--- config.mk ---
export PLATFORM = sky130hd
export DESIGN_NAME = montar_senha
export DESIGN_NICKNAME = d
export VERILOG_FILES = /design/src/rtl/montar_senha.sv
export SDC_FILE = /design/constraint.sdc
export NUM_CORES = 1
export LEC_CHECK = 0
export CAP_MARGIN = 15
export CORE_MARGIN = 1
export CORE_UTILIZATION = 54
export DETAILED_ROUTE_END_ITERATION = 6
export GPL_TIMING_DRIVEN = 0
export PLACE_DENSITY = 0.76
export SYNTH_ARGS = -nofsm -noshare
export SYNTH_HDL_FRONTEND = slang
export SYNTH_SLANG_ARGS = --single-unit
--- constraint.sdc ---
create_clock -name clk -period 3.07 [get_ports clk]
set_input_delay 0.614 -clock clk [delete_from_list [all_inputs] [get_ports clk]]
set_output_delay 0.614 -clock clk [all_outputs]
set_load 0.01 [all_outputs]
--- src/rtl/montar_senha.sv ---
// Purpose : collects keypad digits into a password packet, emitted on '#'
//           (or per key in direct mode); '*', timeout, enable low or a mode
//           change discard the partial entry.
// Latency : 1 cycle from the accepted key strobe to digitos_valid.
// Backpr. : none; keys are one-cycle strobes, and a direct-mode key that
//           arrives while a strobe is already out is dropped, so digitos_valid
//           never stays high on two consecutive cycles.
//
// Ports:
//   clk           single clock, rising edge
//   rst           asynchronous active-low reset
//   enable        collection allowed while high
//   modo_direto   1 = emit every accepted key on its own
//   tecla_valid   one-cycle key strobe
//   tecla_value   0x0-0x9 digit, 0xA '*', 0xB '#', 0xC-0xF ignored
//   digitos_value senhaPac_t digits, flattened: digits[i] = bits [4i+3:4i]
//                 (digits[0] newest, unused slots 0xF)
//   digitos_valid one-cycle strobe qualifying digitos_value
module montar_senha #(
    parameter int MAX_DIGITS  = 20,   // at least 2
    parameter int TIMEOUT_CYC = 5000  // at least 1
) (
    input  logic                    clk,
    input  logic                    rst,
    input  logic                    enable,
    input  logic                    modo_direto,
    input  logic                    tecla_valid,
    input  logic [3:0]              tecla_value,
    output logic [4*MAX_DIGITS-1:0] digitos_value,
    output logic                    digitos_valid
);

    localparam int BW = 4 * MAX_DIGITS;
    localparam int CW = $clog2(MAX_DIGITS + 1);
    localparam int TW = $clog2(TIMEOUT_CYC + 1);

    localparam logic [BW-1:0] EMPTY    = '1;
    localparam logic [BW-5:0] FILL_HI  = '1;
    localparam logic [CW-1:0] CNT_MAX  = CW'(MAX_DIGITS);
    localparam logic [TW-1:0] TMO      = TW'(TIMEOUT_CYC);
    localparam logic [3:0]    KEY_STAR = 4'hA;
    localparam logic [3:0]    KEY_HASH = 4'hB;

    typedef enum logic [1:0] {
        VAZIO,
        COLETA,
        EMITE
    } state_t;

    state_t        state;
    logic [BW-1:0] buffer;
    logic [CW-1:0] count;
    logic [TW-1:0] timer;
    logic          modo_prev;

    logic          key_used;
    logic          is_digit;
    logic          modo_chg;
    logic [BW-1:0] base_buf;
    logic [CW-1:0] base_cnt;
    logic [BW-1:0] shifted;
    logic [TW-1:0] timer_inc;

    // Codes 0xC-0xF are not "used" keys: they behave exactly like idle cycles.
    assign key_used  = tecla_valid && enable && (tecla_value <= KEY_HASH);
    assign is_digit  = (tecla_value <= 4'd9);
    assign modo_chg  = (modo_direto != modo_prev);

    // A mode change empties the buffer this very cycle; a key accepted in the
    // same cycle is then processed, under the new mode, on the empty buffer.
    assign base_buf  = modo_chg ? EMPTY : buffer;
    assign base_cnt  = modo_chg ? '0 : count;

    // Shifting up naturally pushes digits[MAX_DIGITS-1] (the oldest) out.
    assign shifted   = {base_buf[BW-5:0], tecla_value};

    assign timer_inc = (timer == TMO) ? timer : timer + 1'b1;

    always_ff @(posedge clk or negedge rst) begin
        if (!rst) begin
            state         <= VAZIO;
            buffer        <= EMPTY;
            count         <= '0;
            timer         <= '0;
            modo_prev     <= 1'b0;
            digitos_value <= EMPTY;
            digitos_valid <= 1'b0;
        end else begin
            digitos_valid <= 1'b0;
            modo_prev     <= modo_direto;

            if (!enable) begin
                // Any strobe registered last cycle is already on the output
                // and completes; only new work is cancelled.
                buffer <= EMPTY;
                count  <= '0;
                timer  <= '0;
                state  <= VAZIO;
            end else if (key_used && modo_direto) begin
                buffer <= base_buf;
                count  <= base_cnt;
                timer  <= '0;
                if (!digitos_valid) begin
                    digitos_value <= {FILL_HI, tecla_value};
                    digitos_valid <= 1'b1;
                    state         <= EMITE;
                end else begin
                    state <= (base_cnt == '0) ? VAZIO : COLETA;
                end
            end else if (key_used && is_digit) begin
                buffer <= shifted;
                count  <= (base_cnt == CNT_MAX) ? base_cnt : base_cnt + 1'b1;
                timer  <= '0;
                state  <= COLETA;
            end else if (key_used && (tecla_value == KEY_HASH) && (base_cnt != '0)) begin
                digitos_value <= base_buf;
                digitos_valid <= 1'b1;
                buffer        <= EMPTY;
                count         <= '0;
                timer         <= '0;
                state         <= EMITE;
            end else if (modo_chg || (key_used && (tecla_value == KEY_STAR))) begin
                buffer <= EMPTY;
                count  <= '0;
                timer  <= '0;
                state  <= VAZIO;
            end else begin
                // Idle cycle (includes '#' on an empty buffer).
                case (state)
                    COLETA: begin
                        // Expire on the cycle the count reaches the limit, so a
                        // key one cycle later already finds the buffer empty.
                        if (timer_inc == TMO) begin
                            buffer <= EMPTY;
                            count  <= '0;
                            timer  <= '0;
                            state  <= VAZIO;
                        end else begin
                            timer <= timer_inc;
                        end
                    end
                    EMITE: begin
                        timer <= '0;
                        state <= (count == '0) ? VAZIO : COLETA;
                    end
                    default: begin
                        timer <= '0;
                        state <= VAZIO;
                    end
                endcase
            end
        end
    end

endmodule

==> impl_metrics.tcl, run 1 <==
set metrics [dict create \
    finalHoldViolCount 0 \
    top_usage_layer "met2" \
    synth_cells 707 \
    yosys.area.top_type "dfstp_2" \
    p_clk_share_pct 43.7 \
    grt_pass1_vias 6052 \
    fin_ws_ns 0.08212 \
    fill_cells 1055 \
    synth_nets 720 \
    clock-sinks 182 \
    die_area_um2 15080 \
    hold_class "input port to async pin" \
    cts_tree "built" \
    worst_path_max_delay_cell "clkdlybuf4s50_1" \
    outcome "finished, final reports clean" \
    io_buffers 89 \
    antenna_found_initial 0 \
    timing.rr.start "timer[2]" \
    seqPwrFrac_pct 49.5 \
    synth.cell_area_um2 7879 \
    die_y_um 122.8 \
    die_w_um 122.8 \
    crit_type "input port to flip-flop" \
    cp_data_arrival_time_ns 3.30 \
    ys_types 54 \
    setup_viol 0 \
    drc 0 \
    switchingPower_w 0.001219 \
    rr_worst_depth 7 \
    synth_edf_count 0 \
    avgRoutedWirePerCell_um 18.07 \
    combPwrFrac_pct 6.8 \
    crit_fanout 7 \
    cp.required_ns 3.38 \
    clk_pin_slew_ns 0.07 \
    synth_area_leaders "dfstp_2 (53%), nor2_1 (8.4%), dfrtp_1 (7.0%), o32a_1 (6.0%), a21oi_1 (5.1%)" \
    grt_max_degree 116 \
    path_cells "clkdlybuf4s50_1, buf_2, xor2_1, o211ai_1, a22oi_2, nand2_1, a31oi_1, mux2_2" \
    dp_slack_ns -1.401 \
    worst_slew_pin_slew_ns 0.8506 \
    postCtsHoldBufs 0 \
    cp-start-kind "input port" \
    gr-usage-met3_pct 5.251 \
    ys_seq_elements 182 \
    ys_warn_count 0 \
    clk_root_buffer_cell "clkbuf_16" \
    syn_avg_cell_area_um2 11.14 \
    wl_um 18270 \
    viasPerCell 5.860 \
    cts_max_level 4 \
    period_minus_slack_ns 2.988 \
    initial_core_util_pct 56.11 \
    nNetsFinal 831 \
    rows 43 \
    async_reset_ff_share_pct 100.0 \
    fin_cells 1011 \
    final_max_slew_viol_count 0 \
    area_growth_pct 23.19 \
    synth_top_area_share_pct 53.36 \
    ys.flop_type "dfstp_2" \
    reg2reg_to "count[2]" \
    holdWs_ns 0.2275 \
    p_int_w 0.003813 \
    sw_frac_of_total_pct 24.23 \
    slew_headroom_pct 43.29 \
    ys_seq_area_share_pct 60.35 \
    period_share_pct 97.33 \
    grt_usage_pct 25.92 \
    grt_use_met1_pct 34.97 \
    grt_use_met2_pct 41.89 \
    n_antenna_cell 0 \
    r2r_setup_slack_ns 0.36 \
    clk_latency_ns 0.43 \
    cap_violations 0 \
    dr_total_vias 5924 \
    irDropWorstVdd_v 0.0004338 \
    drt_iter0_drc 502 \
    clock.fmax_ghz 0.3347 \
    skew_ns 0.008751 \
    io_pins 90 \
    numCtsBuffers 17 \
    core_area_um2 14040 \
    grt-ovfl-total 0 \
    grt_pass1_wl_um 30190 \
    place_inst 977 \
    clock_path_buffers 2 \
    end_kind "flip-flop" \
    power_density_nw_per_um2 518.5 \
    cpPeakStageDelay_ns 0.49 \
    drive_gt1_share_pct 31.53 \
    hpwl_um 12210 \
    place.gp.congestion 0.8607 \
    ant_nets 0 \
    leakage_nw 3.564 \
    firstDrtPassIters 5 \
]
==> layout by cell type, fill, tap and decap left out, types with 3 or more instances in the layout <==
cell type and count:
inv_1 11, buf_8 10, clkbuf_1 28, a21oi_1 81, clkbuf_2 9, nor2_1 176, dfstp_2 160, o32a_2 33
or2_2 3, xnor2_1 6, xor2_1 4, nand3_1 12, nor3_1 5, dlygate4sd3_1 3, nand4_1 5, nand2_1 20
o211ai_1 5, ha_1 4, clkbuf_16 17, dfrtp_1 22, a31oi_1 6, o21ai_0 11, clkinvlp_4 5, o32a_1 47
clkdlybuf4s50_1 88
==> logic make-up after synthesis <==
| logic type | after synthesis | synth area share, % |
|---|---|---|
| fa+ha+maj | 4 | 0.6352 |
| flops | 182 | 60.35 |
| buf+inv | 67 | 5.050 |
| mux | 1 | 0.1429 |
| compound gates | 201 | 19.55 |
| xor+xnor | 11 | 1.223 |
| simple gates | 241 | 13.05 |
==> flip-flops by register name, summed over array words and instances, names as in the netlist <==
| signal | cells |
|---|---|
| modo_prev | 1 |
| buffer | 80 |
| timer | 13 |
| digitos_value | 80 |
| digitos_valid | 1 |
| state | 2 |
| count | 5 |
==> synthesized netlist by cell type, drive strengths merged (5+ instances only) <==
| library cell | count |
|---|---|
| o32a | 80 |
| clkbuf | 37 |
| nand3 | 12 |
| o21ai | 12 |
| a21oi | 81 |
| nor2 | 176 |
| o211ai | 5 |
| inv | 11 |
| dfstp | 160 |
| xnor2 | 7 |
| nand2 | 20 |
| buf | 12 |
| nor3 | 5 |
| a31oi | 6 |
| dfrtp | 22 |
| nand4 | 5 |
==> power groups by stage <==
stage / Combinational [W] / Clock (W) / Sequential (W)
finish: 0.000341 / 0.00220 / 0.00249
global route: 0.000375 / 0.00233 / 0.00249
CTS: 0.000338 / 0.00224 / 0.00249
detailed placement: 0.000329 / 0 / 0.00253
global placement: 0.000315 / 0 / 0.00252
floorplan: 0.000139 / 0 / 0.00254
==> stage by stage <==
stage	power, W	cell area (um2)	utilization (%)	TNS, ns
floorplan	0.002676	7879	-	0
global placement	0.002837	8995	64.06	-809.86
detailed placement	0.002855	9027	64.29	-183.64
CTS	0.005069	9681	68.94	0
global route	0.005196	9706	69.12	-0.4477
finish	0.005032	9706	69.12	0
==> worst max path at each step <==
stage,startpoint,slack [ns],cells past startpoint,end
floorplan,modo_direto,0.34,11,digitos_value[64]
global placement,rst,-5.36,1,count[0]
detailed placement,modo_direto,-1.40,11,digitos_value[3]
CTS,modo_direto,0.03,12,digitos_value[69]
global route,modo_direto,-0.05,11,buffer[2]
finish,modo_direto,0.08,8,count[2]
==> per-layer routing <==
layer  wire (um)  up-vias  part of all wire (%)
li1            -     2763                     -
met1        8122     2976                    44
met2        9042      162                    50
met3         849       23                   4.6
met4         252        0                   1.4
met5           0        -                     0
==> worst max-delay path, delay by kind of cell <==
family,cells,cell delay [ns]
compound gates,3,1.04
xor+xnor,1,0.43
buf+inv,2,0.72
mux,1,0.40
simple gates,1,0.11
==> timing repair <==
action | 4_1_cts | 5_1_grt
setup endpoints to repair | 162 | 123
endpoints found under the hold margin | 0 | 0
pin swaps | 1 | 0
cloned | 0 | 0
resized for setup | 15 | 4
setup buffers | 2 | 0
==> layout make-up <==
cell class	instances	area, um2	share of cell area [%]
repair buffers	92	938.4	9.669
clock inverters	14	171.4	1.766
multi-input cells	458	2766	28.50
flip-flops and latches	182	4755	48.99
plain buffers	56	379.1	3.906
inverters	11	41.29	0.4254
clock buffers	18	429.2	4.422
well taps	180	225.2	2.320
No activity file was read; power rests on OpenSTA's default activity.
==> run 2, diff against run 1 <==
Settings changed: CELL_PAD_IN_SITES_DETAIL_PLACEMENT from default to 1, CELL_PAD_IN_SITES_GLOBAL_PLACEMENT from default to 2, CORE_UTILIZATION 54 to 37, PLACE_DENSITY 0.76 to 0.78.
==> run 2 against run 1 <==
Effect of this change:
- critical path depth is 3 higher
- global-route usage is 5.9 points lower
- fmax is 1.5% higher
- register-to-register slack worse by 0.11 ns
- die area is 45% higher
- combinational power is 2% higher
- final area is 1.2% higher
- critical path type unchanged
- largest cell class unchanged
==> impl_metrics.tcl, run 2 (synthesis gave the netlist of run 1 again) <==
set metrics [dict create \
    skew_ns 0.01101 \
    postCtsHoldBufs 0 \
    clk_latency_ns 0.43 \
    period_minus_slack_ns 2.943 \
    place.gp.congestion 0.7894 \
    p_int_w 0.003741 \
    final_cell_mix "nor2_1 (176), dfstp_2 (160), clkdlybuf4s50_1 (88)" \
    drt_iter0_drc 296 \
    period_share_pct 95.86 \
    placed_area_um2 9146 \
    nNetsFinal 832 \
    clock.fmax_ghz 0.3398 \
    power_density_nw_per_um2 506.3 \
    r2r_setup_slack_ns 0.25 \
    cts_max_level 4 \
    grt_pass1_wl_um 34450 \
    clk_pin_slew_ns 0.07 \
    design_area_um2 9821 \
    place_inst 1072 \
    numCtsBuffers 17 \
    cap_violations 0 \
    cp-start-kind "input port" \
    firstDrtPassIters 4 \
    antenna_found_initial 0 \
    area_growth_pct 24.65 \
    drc 0 \
    rr_worst_depth 9 \
    holdWs_ns 0.1100 \
    grt_usage_pct 20.05 \
    slew_headroom_pct 61.64 \
    cp_data_arrival_time_ns 3.29 \
    clock_path_buffers 2 \
    irDropWorstVdd_v 0.0004008 \
    clock-sinks 182 \
    crit_type "input port to flip-flop" \
    sw_frac_of_total_pct 24.78 \
    die_y_um 147.9 \
    io_pins 90 \
    drive_gt1_share_pct 32.37 \
    cp.required_ns 3.42 \
    p_clk_share_pct 42.8 \
    viasPerCell 5.373 \
    worst_slew_pin_slew_ns 0.5753 \
    io_buffers 89 \
    final_max_slew_viol_count 0 \
    hold_class "input port to async pin" \
    avgRoutedWirePerCell_um 18.83 \
    final_common_cell "nor2_1" \
    leakage_nw 3.590 \
    outcome "finished, final reports clean" \
    seqPwrFrac_pct 50.1 \
    finalHoldViolCount 0 \
    hpwl_um 14220 \
    switchingPower_w 0.001232 \
    reg2reg_to "buffer[54]" \
    grt_pass1_vias 6383 \
    wl_um 20830 \
    core_area_um2 20960 \
    setup_viol 0 \
    top_regs "buffer: 80 flops, digitos_value: 80 flops, timer: 13 flops" \
    finalPower_w 0.004973 \
    ant_nets 0 \
    n_antenna_cell 0 \
    cts_tree "built" \
    end_kind "flip-flop" \
    grt_max_degree 111 \
    initial_core_util_pct 37.60 \
    dr_total_vias 5942 \
    fin_cells 1106 \
    combPwrFrac_pct 7.0 \
    die_area_um2 21880 \
    crit_fanout 10 \
    clk_root_buffer_cell "clkbuf_16" \
    grt-ovfl-total 0 \
    die_w_um 147.9 \
    rows 53 \
    timing.rr.start "timer[2]" \
    tns_ns 0 \
]
## run 2: cell count changes in the layout (fill, tap and decap cells not counted), sizes merged
cell,change
inv,+2
clkinv,+1
buf,+2
bufinv,-1
clkinvlp,-3
clkbuf,-1
## run 2: cell type report
class / count / area [um2]
multi-input cells: 458 / 2774
flip-flops and latches: 182 / 4755
clock buffers: 18 / 439.2
plain buffers: 55 / 380.4
inverters: 11 / 41.29
well taps: 275 / 344.1
repair buffers: 94 / 965.9
fillers: 2263 / 11130
clock inverters: 13 / 121.4
## run 2: worst max-delay path: stages
cell             delay, ns
clkdlybuf4s50_1       0.48
buf_2                 0.24
xnor2_4               0.15
nand2_1               0.14
ha_1                  0.21
o211ai_1              0.13
a22oi_2               0.31
a22oi_2               0.14
buf_4                 0.19
dlygate4sd1_1         0.34
o32a_1                0.33
## run 2: metrics by stage
step / setup slack [ns] / util, %
2_1_floorplan: 0.3439 / -
3_3_place_gp: -5.704 / 43.49
3_5_place_dp: -1.649 / 43.65
4_1_cts: -0.05166 / 46.58
5_1_grt: -0.008628 / 46.87
6_report: 0.1272 / 46.87
## run 2: power groups by stage
stage | Sequential (W) | Clock [W] | Combinational (W)
3_5_place_dp | 0.00253 | 0 | 0.000340
6_report | 0.00249 | 0.00213 | 0.000349
3_3_place_gp | 0.00252 | 0 | 0.000324
5_1_grt | 0.00250 | 0.00228 | 0.000386
4_1_cts | 0.00249 | 0.00219 | 0.000349
2_1_floorplan | 0.00254 | 0 | 0.000139
## run 2: what timing repair did
| item | in CTS | in global routing |
|---|---|---|
| pin swaps | 1 | 0 |
| endpoints found under the setup margin | 171 | 172 |
| buffers inserted | 2 | 2 |
| resized for setup | 11 | 22 |
## run 2: how the worst max path moves through the flow
| stage | from | end | slack (ns) | cells after the start |
|---|---|---|---|---|
| global placement | rst | count[1] | -5.70 | 1 |
| CTS | modo_direto | digitos_value[35] | -0.05 | 11 |
| finish | modo_direto | buffer[3] | 0.13 | 11 |
| floorplan | modo_direto | digitos_value[64] | 0.34 | 11 |
| global route | modo_direto | buffer[6] | -0.009 | 11 |
| detailed placement | modo_direto | digitos_value[69] | -1.65 | 12 |
## run 2: layer usage
metal	share of wire [%]	vias up	GRT usage [%]
met5	0	-	0
met4	0.83	0	5.155
met3	3.0	13	3.827
met2	49	87	33.51
met1	47	3077	26.69
li1	-	2765	-
